==> src/rtl/string_hw_pkg.sv <==
// +----------------------------------------------------------------------+
// | string_hw_pkg: shared word type, fetch FSM states, NUL-byte helper.  |
// | Revision: 1.0                                                        |
// +----------------------------------------------------------------------+
`default_nettype none

package string_hw_pkg;
  localparam int WORD_W         = 32;
  localparam int BYTES_PER_WORD = 4;

  typedef logic [WORD_W-1:0] word_t;

  typedef enum logic [1:0] {
    IDLE  = 2'd0,
    FETCH = 2'd1,
    DRAIN = 2'd2,
    DONE  = 2'd3
  } fetch_state_t;

  function automatic logic has_nul(input word_t w);
    logic z;
    z = 1'b0;
    for (int i = 0; i < BYTES_PER_WORD; i++) begin
      if (w[8*i +: 8] == 8'h00) z = 1'b1;
    end
    return z;
  endfunction
endpackage

`default_nettype wire

==> src/rtl/string_word_fifo.sv <==
// +----------------------------------------------------------------------+
// | string_word_fifo: first-word fall-through word FIFO with occupancy.  |
// | Revision: 1.0                                                        |
// +----------------------------------------------------------------------+
`default_nettype none

module string_word_fifo
  import string_hw_pkg::*;
#(
  parameter int DEPTH = 4
) (
  input  logic                       clk,
  input  logic                       reset_n,
  input  logic                       push,
  input  word_t                      push_data,
  input  logic                       pop,
  output word_t                      head,
  output logic                       not_empty,
  output logic [$clog2(DEPTH+1)-1:0] count
);
  localparam int PTR_W = $clog2(DEPTH);
  localparam int CNT_W = $clog2(DEPTH+1);

  word_t            mem [DEPTH];
  logic [PTR_W-1:0] wr_ptr;
  logic [PTR_W-1:0] rd_ptr;
  logic             do_push;
  logic             do_pop;

  assign do_pop    = pop && (count != '0);
  // A push at full is only legal when the head leaves in the same cycle.
  assign do_push   = push && ((count != CNT_W'(DEPTH)) || do_pop);
  assign not_empty = (count != '0);
  assign head      = mem[rd_ptr];

  always_ff @(posedge clk or negedge reset_n) begin
    if (!reset_n) begin
      wr_ptr <= '0;
      rd_ptr <= '0;
      count  <= '0;
    end else begin
      if (do_push) wr_ptr <= wr_ptr + PTR_W'(1);
      if (do_pop)  rd_ptr <= rd_ptr + PTR_W'(1);
      count <= count + CNT_W'(do_push) - CNT_W'(do_pop);
    end
  end

  always_ff @(posedge clk) begin
    if (do_push) mem[wr_ptr] <= push_data;
  end
endmodule

`default_nettype wire

==> src/rtl/string_fetch_master.sv <==
// +----------------------------------------------------------------------+
// | string_fetch_master: Avalon-MM pipelined read master feeding a word  |
// | stream. Optional STRING_FETCH_NUL_STOP_EN stops at first NUL word.   |
// | Revision: 1.0                                                        |
// +----------------------------------------------------------------------+
`default_nettype none

module string_fetch_master
  import string_hw_pkg::*;
#(
  parameter int ADDR_W     = 32,
  parameter int MAX_WORDS  = 16,
  parameter int FIFO_DEPTH = 4,
  parameter int MAX_PEND   = 2,
  parameter int CNT_W      = $clog2(MAX_WORDS+1)
) (
  input  logic              clk,
  input  logic              reset_n,
  input  logic              start,
  input  logic [ADDR_W-1:0] src_addr,
  input  logic [CNT_W-1:0]  word_count,
  output logic              busy,
  output logic              done,
  output logic [ADDR_W-1:0] avm_address,
  output logic              avm_read,
  input  logic              avm_waitrequest,
  input  word_t             avm_readdata,
  input  logic              avm_readdatavalid,
`ifdef STRING_FETCH_NUL_STOP_EN
  output logic              nul_hit,
`endif
  output word_t             out_data,
  output logic              out_valid,
  input  logic              out_ready
);
  localparam int PEND_W = $clog2(MAX_PEND+1);
  localparam int FCNT_W = $clog2(FIFO_DEPTH+1);

  fetch_state_t      state;
  logic [CNT_W-1:0]  total;
  logic [CNT_W-1:0]  issued;
  logic [PEND_W-1:0] pending;
  logic [FCNT_W-1:0] fifo_count;

  logic              accept;
  logic              ret;
  logic              keep;
  logic              stop_hit;
  logic              push;
  logic              pop;
  logic [CNT_W-1:0]  issued_nxt;
  logic [PEND_W-1:0] pending_nxt;
  logic [FCNT_W-1:0] fifo_nxt;
  logic              credit_nxt;
  logic [CNT_W-1:0]  count_sat;

  assign accept = avm_read & ~avm_waitrequest;
  assign ret    = avm_readdatavalid & (pending != '0);

`ifdef STRING_FETCH_NUL_STOP_EN
  assign keep     = ~nul_hit;
  assign stop_hit = ret & keep & has_nul(avm_readdata);
`else
  assign keep     = 1'b1;
  assign stop_hit = 1'b0;
`endif

  assign push        = ret & keep;
  assign pop         = out_valid & out_ready;
  assign issued_nxt  = issued + CNT_W'(accept);
  assign pending_nxt = pending + PEND_W'(accept) - PEND_W'(ret);
  assign fifo_nxt    = fifo_count + FCNT_W'(push) - FCNT_W'(pop);

  // Credit is judged on next-cycle occupancy, so a registered avm_read never overruns the FIFO.
  assign credit_nxt = (issued_nxt < total) &&
                      (32'(pending_nxt) < MAX_PEND) &&
                      (32'(pending_nxt) + 32'(fifo_nxt) < FIFO_DEPTH);
  assign count_sat  = (32'(word_count) > MAX_WORDS) ? CNT_W'(MAX_WORDS) : word_count;

  string_word_fifo #(.DEPTH(FIFO_DEPTH)) u_fifo (
    .clk       (clk),
    .reset_n   (reset_n),
    .push      (push),
    .push_data (avm_readdata),
    .pop       (pop),
    .head      (out_data),
    .not_empty (out_valid),
    .count     (fifo_count)
  );

  always_ff @(posedge clk or negedge reset_n) begin
    if (!reset_n) begin
      state       <= IDLE;
      avm_address <= '0;
      avm_read    <= 1'b0;
      busy        <= 1'b0;
      done        <= 1'b0;
      total       <= '0;
      issued      <= '0;
      pending     <= '0;
`ifdef STRING_FETCH_NUL_STOP_EN
      nul_hit     <= 1'b0;
`endif
    end else begin
      pending <= pending_nxt;
      issued  <= issued_nxt;
      if (accept) avm_address <= avm_address + ADDR_W'(4);
`ifdef STRING_FETCH_NUL_STOP_EN
      if (stop_hit) nul_hit <= 1'b1;
`endif
      case (state)
        IDLE: begin
          done <= 1'b0;
          if (start) begin
`ifdef STRING_FETCH_NUL_STOP_EN
            nul_hit <= 1'b0;
`endif
            if (count_sat != '0) begin
              avm_address <= src_addr & ~ADDR_W'(3);
              total       <= count_sat;
              issued      <= '0;
              busy        <= 1'b1;
              avm_read    <= 1'b1;
              state       <= FETCH;
            end else begin
              done <= 1'b1;
            end
          end
        end
        FETCH: begin
          if (avm_read && avm_waitrequest) begin
            // A stalled read stays posted; DRAIN drops it once accepted.
            if (stop_hit) state <= DRAIN;
          end else if (stop_hit || (issued_nxt == total)) begin
            avm_read <= 1'b0;
            state    <= DRAIN;
          end else begin
            avm_read <= credit_nxt;
          end
        end
        DRAIN: begin
          if (accept) begin
            avm_read <= 1'b0;
          end else if (!avm_read && (pending_nxt == '0) && (fifo_nxt == '0)) begin
            busy  <= 1'b0;
            done  <= 1'b1;
            state <= DONE;
          end
        end
        DONE: begin
          done  <= 1'b0;
          state <= IDLE;
        end
        default: state <= IDLE;
      endcase
    end
  end
endmodule

`default_nettype wire

==> config.mk <==
export PLATFORM = sky130hd
export DESIGN_NAME = string_fetch_master
export DESIGN_NICKNAME = d
export VERILOG_FILES = /design/src/rtl/string_hw_pkg.sv /design/src/rtl/string_word_fifo.sv /design/src/rtl/string_fetch_master.sv
export SDC_FILE = /design/constraint.sdc
export NUM_CORES = 1
export LEC_CHECK = 0
export ABC_AREA = 1
export CORE_MARGIN = 3
export CORE_UTILIZATION = 30
export CTS_CLUSTER_SIZE = 10
export DETAILED_ROUTE_END_ITERATION = 8
export PLACE_DENSITY_LB_ADDON = 0.1
export SLEW_MARGIN = 20
export SYNTH_ARGS = -nofsm -noshare
export SYNTH_HDL_FRONTEND = slang
export SYNTH_HIERARCHICAL = 1
export SYNTH_SLANG_ARGS = --single-unit
==> constraint.sdc <==
create_clock -name clk -period 7.8 [get_ports clk]
set_input_delay 1.56 -clock clk [delete_from_list [all_inputs] [get_ports clk]]
set_output_delay 1.56 -clock clk [all_outputs]
set_load 0.03 [all_outputs]
# Word-level counts from Yosys, hierarchy flattened

Memory sizes are Yosys's and may differ from the RTL's.
Index checks and enable logic that the tools add are counted.

Flip-flop bits (word level): 56
Memory bits (writable): 128
Input bits: 75
Output and inout port bits: 68
Word-level logic and storage cells: 97
Memories: 1

Add/subtract/negate cells: 11
$lt $le $gt $ge: 4
Equality and inequality tests: 12
Mux-type cells: 31
Bitwise operators: 4
Reduce and logical (&&, ||, !) cells: 23

Memory list:

| memory     | words | bits a word | read ports | clocked after Yosys merged registers in | wr ports | line                   | source |
|---|---|---|---|---|---|---|---|
| u_fifo.mem | 4     | 32          | 1          | 0                                       | 1        | string_word_fifo.sv:24 | `word_t mem [DEPTH];` |

Operator list:

| cell                  | count |
|---|---|
| $mux 32               | 4 |
| $add 32x3->32 const B | 1 |
| $mux 5                | 4 |
| $ne 2x2->1 const B    | 7 |
| $mux 1                | 13 |
| $mux 2                | 6 |
| $reduce_and 5->1      | 2 |
| $reduce_bool 3->1     | 3 |
| $pmux 2 s4            | 1 |
| $logic_and 1x1->1     | 7 |
| $add 3x1->3           | 2 |
| $pmux 1 s3            | 2 |
| $reduce_and 3->1      | 2 |
| $reduce_and 6->1      | 1 |
| $sub 3x1->3           | 2 |
| $add 5x1->5           | 1 |
| $eq 5x5->1            | 1 |
| $gt 5x5->1 const B    | 1 |
| $lt 5x5->1            | 1 |
| $reduce_bool 5->1     | 1 |
| $add 2x1->2 const B   | 2 |
| $add 2x3->4           | 1 |
| $eq 2x2->1 const B    | 2 |
| $logic_not 2->1       | 2 |
| other kinds (13)      | 16 |

# Longest topological paths before layout

Word-level depth: 10
Depth in mapped cells: 19
Gate-level depth less buffers: 19

# By module

Netlist, hierarchy kept.

By module, submodules not included:

| module              | instances | cells an instance | area an instance (µm²) | seq. area each (µm²) |
|---|---|---|---|---|
| string_word_fifo    | 1         | 431               | 5534.1                 | 4018.9 |
| string_fetch_master | 1         | 461               | 3296.9                 | 1176.1 |

# Least setup slack after synthesis

No wires, ideal clock.

Path type: input to register
Start: input port avm_readdatavalid
End: memory u_fifo/mem[0][0] (netlist bit), enable pin
Library setup time: 421 ps
Data arrival time: 3399 ps
Data required time: 7379 ps
Path slack: 3980 ps
Stages: 4
Buffers on the path: 0
Cell sequence: inv_1 nor2_1 nand2_1 nor2_1

Cells in the longest elaborated chain, start to end: 4

Ends and longest elaborated chain:

| what                         | line                      | source |
|---|---|---|
| from (decl)                  | string_fetch_master.sv:28 | `input logic avm_readdatavalid,` |
| $and 1x1->1                  | string_fetch_master.sv:58 | `assign ret = avm_readdatavalid & (pending != '0);` |
| via push                     | string_fetch_master.sv:49 | `logic push;` |
| $logic_and 1x1->1            | string_word_fifo.sv:32    | `assign do_push = push && ((count != CNT_W'(DEPTH)) \|\| do_pop);` |
| $mux 1                       | string_word_fifo.sv:49    | `if (do_push) mem[wr_ptr] <= push_data;` |
| $mux 1 (implied by the code) | string_word_fifo.sv:49    |  |
| to (decl)                    | string_word_fifo.sv:24    |  |

The timed path passes the listed nets, and every way through them passes these cells.

# Worst setup path after layout

Start: register u_fifo.rd_ptr[1]
End: output port out_data[27]

Cells in the longest elaborated chain, start to end: 1

Ends and longest elaborated chain:

| what                   | line                      | source |
|---|---|---|
| from (decl)            | string_word_fifo.sv:26    | `logic [PTR_W-1:0] rd_ptr;` |
| from (signal assigned) | string_word_fifo.sv:43    | `if (do_pop) rd_ptr <= rd_ptr + PTR_W'(1);` |
| $mem_v2 4x32           | -                         |  |
| to (decl)              | string_fetch_master.sv:32 | `output word_t out_data,` |

No other way between the ends.

==> impl_metrics.py <==
metrics = {
    "worst_setup_path": {
        "critPathMaxStageDelay_ps": 700,
        "critPathCaptureType": "output pin",
        "cp_max_fo": 44,
        "critPathKind": "flip-flop to output pin",
        "r2r_slack_ps": 4730,
        "crit_chain": "buf_4, o211ai_1, nand2_1, clkdlybuf4s50_1",
        "worstPathRequired_ps": 6240,
        "r2r_end": "state[1]",
        "timing.rr.start": "avm_read",
        "r2r_cells": 14,
        "slowest_stage": "dfrtp_2",
        "crit_arrival_ps": 2740,
        "cp-start-kind": "flip-flop",
    },
    "cts": {
        "numCtsBuffers": 17,
        "path_clk_slew_ps": 70,
        "hold_buffers": 0,
        "cts_sinks": 182,
        "post_cts_resized": 0,
        "cts_tree": "yes",
        "cts_max_path_buffers": 2,
        "h-tree-depth": 4,
        "postCtsSetupBuffers": 0,
        "worstSkewPairLatency_ps": 430,
        "cts.root.buffer_cell": "clkbuf_16",
    },
    "yosys": {
        "synth-async-reset-ratio_pct": 29.7,
        "synth_edf_count": 128,
        "syn_area_per_cell_um2": 9.90,
        "synthesis.area_um2": 8830,
        "yosysSeqAreaShare_pct": 58.8,
        "synth_cell_types": 45,
        "ys_warn_count": 6,
        "ys.flop_type": "edfxtp_1",
        "syn_inst": 892,
        "ys_seq_elements": 182,
    },
    "final_layout": {
        "drive_gt1_share_pct": 9.33,
        "final_cell_mix": "nand2_1, clkdlybuf4s50_1, nor2_1",
        "final_common_cell": "nand2_1",
        "seq_area_um2": 5200,
        "num_antenna_cells": 0,
        "fin_area_um2": 11200,
        "fill_cells": 2954,
        "nets": 1124,
        "multi_input_area_um2": 3080,
        "area_growth_pct": 26.8,
    },
    "global_routing": {
        "gr-usage-met3_pct": 3.12,
        "grt_pass1_vias": 6045,
        "overflow": 0,
        "grt_pass1_wl_um": 33200,
        "met1_usage_pct": 17.9,
        "grt_usage_pct": 13.5,
        "busiest_layer": "met2",
        "grt_antenna_before_repair": 2,
        "grt_use_met2_pct": 22.5,
        "grt_max_degree": 99,
    },
    "sta": {
        "fin_worst_skew_ps": 16.2,
        "tightest_slew_ps": 936,
        "max_freq_mhz": 233,
        "setup_viol_count_final": 0,
        "fin_crit_ps": 4300,
        "setup_tns_ps": 0,
        "drv_slew": 0,
        "hold_violations": 0,
        "fin_crit_sh_pct": 55.1,
        "slew_headroom_pct": 37.4,
        "rsz0062_at_grt": "false",
    },
    "floorplan": {
        "die_w_um": 178,
        "die_h_um": 178,
        "die_area_um2": 31500,
        "io_pins": 143,
        "core_area_um2": 28900,
        "num_rows": 62,
        "initial_core_util_pct": 30.6,
    },
    "min_path": {
        "holdPathEnd": "done",
        "hp-start": "done",
        "worstHoldPathCells": 2,
        "min_path_type": "flip-flop to flip-flop",
    },
    "place": {
        "place.gp.congestion": 0.737,
        "io_buffer_count": 138,
        "dp_hpwl_um": 13500,
        "place_area_um2": 10600,
    },
    "power": {
        "ir_worst_vdd_v": 0.000185,
        "power_frac_seq_pct": 33.4,
        "pwr-share-comb_pct": 46.8,
        "power_density_nw_per_um2": 404,
        "p_clk_share_pct": 19.8,
        "p_sw_mw": 1.98,
        "switching_share_pct": 43.7,
        "p_int_mw": 2.55,
        "p_leak_nw": 4.53,
    },
    "routing": {
        "routed_wl_um": 20700,
        "drtIter0Drc": 350,
        "vias": 6254,
        "drtAntennaViolNets": 0,
        "viasPerCell": 4.39,
        "wire_per_inst_um": 14.6,
        "firstDrtPassIters": 4,
        "drc": 0,
    },
    "run_status": {
        "status": "finished clean",
    },
    "run": {
        "cap_violations": 0,
    },
}
[metrics by stage]
stage / instances / hold slack, ps / setup WS [ps] / total power, mW / utilization [%]
after CTS: 1424 / 510 / 3380 / 4.61 / 38.8
after global placement: 1392 / 479 / 3070 / 3.69 / 36.6
after detailed placement: 1392 / 488 / 3070 / 3.70 / 36.6
final: 1424 / 504 / 3500 / 4.53 / 38.8
after global routing: 1424 / 533 / 3280 / 4.88 / 38.8
after floorplan: 893 / 459 / 3980 / 2.93 / -
[sequential cells by signal, summed over array words and instances, names as in the netlist, 2 cells and up]
register,count
u_fifo/rd_ptr,2
state,2
total,5
pending,2
issued,5
u_fifo/count,3
u_fifo/mem,128
u_fifo/wr_ptr,2
avm_address,30
[worst max-delay path by stage]
stage | slack (ps) | startpoint | end | depth (start not counted)
floorplan | 3980 | avm_readdatavalid | u_fifo/mem[0][0] | 4
global placement | 3070 | avm_waitrequest | state[1] | 16
detailed placement | 3070 | avm_waitrequest | state[0] | 16
CTS | 3380 | u_fifo/rd_ptr[0] | out_data[24] | 6
global route | 3280 | avm_waitrequest | state[1] | 16
finish | 3500 | u_fifo/rd_ptr[1] | out_data[27] | 4
[per-layer routing]
layer | vias to the layer above | routed length (µm)
met3 | 17 | 841
met4 | 4 | 178
met1 | 2914 | 9730
met5 | - | 27
li1 | 3206 | -
met2 | 113 | 9960
[power by group through the flow]
stage	registers (mW)	clock network, mW	logic [mW]
5_1_grt	1.55	0.967	2.37
6_report	1.51	0.897	2.12
3_5_place_dp	1.54	0	2.16
2_1_floorplan	1.63	0	1.30
4_1_cts	1.52	0.930	2.17
3_3_place_gp	1.53	0	2.16
[synthesized netlist by cell type (6+ instances only)]
library cell / count / area [µm²]
o211ai_1: 12 / 90.1
o21ai_0: 45 / 225
nor2_4: 7 / 78.8
nand3_1: 28 / 140
dfrtp_1: 54 / 1350
inv_1: 101 / 379
nand4_1: 9 / 56.3
nor2_1: 135 / 507
nand3b_1: 6 / 45.0
buf_2: 9 / 45.0
nand2_1: 220 / 826
o211ai_2: 20 / 250
ha_1: 20 / 250
a21oi_1: 12 / 60.1
edfxtp_1: 128 / 3840
buf_4: 10 / 75.1
xor2_1: 10 / 87.6
xnor2_1: 8 / 70.1
[final cells by class]
type | count | area share [%]
timing repair buffer | 145 | 12.8
clock buffer | 17 | 3.80
clock inverter | 15 | 1.79
tap | 384 | 4.29
multi-input combinational | 577 | 27.5
inverter | 104 | 3.53
sequential | 182 | 46.4
[cells by family after synthesis]
| logic type | share of synthesized area [%] |
|---|---|
| other | 0.0425 |
| DFF | 58.8 |
| adders and majority gates | 3.29 |
| xor gates and xnor gates | 1.79 |
| AOI/OAI and AO/OA | 8.76 |
| buffers and inverters | 6.73 |
| and+or+nand+nor | 20.6 |
[critical path, delay by kind of cell (launching register included)]
family | cells | cell delay [ps]
simple gates | 1 | 130
compound gates | 1 | 190
flops | 1 | 700
buf+inv | 2 | 1270
Power figures use the tool's default switching activity.
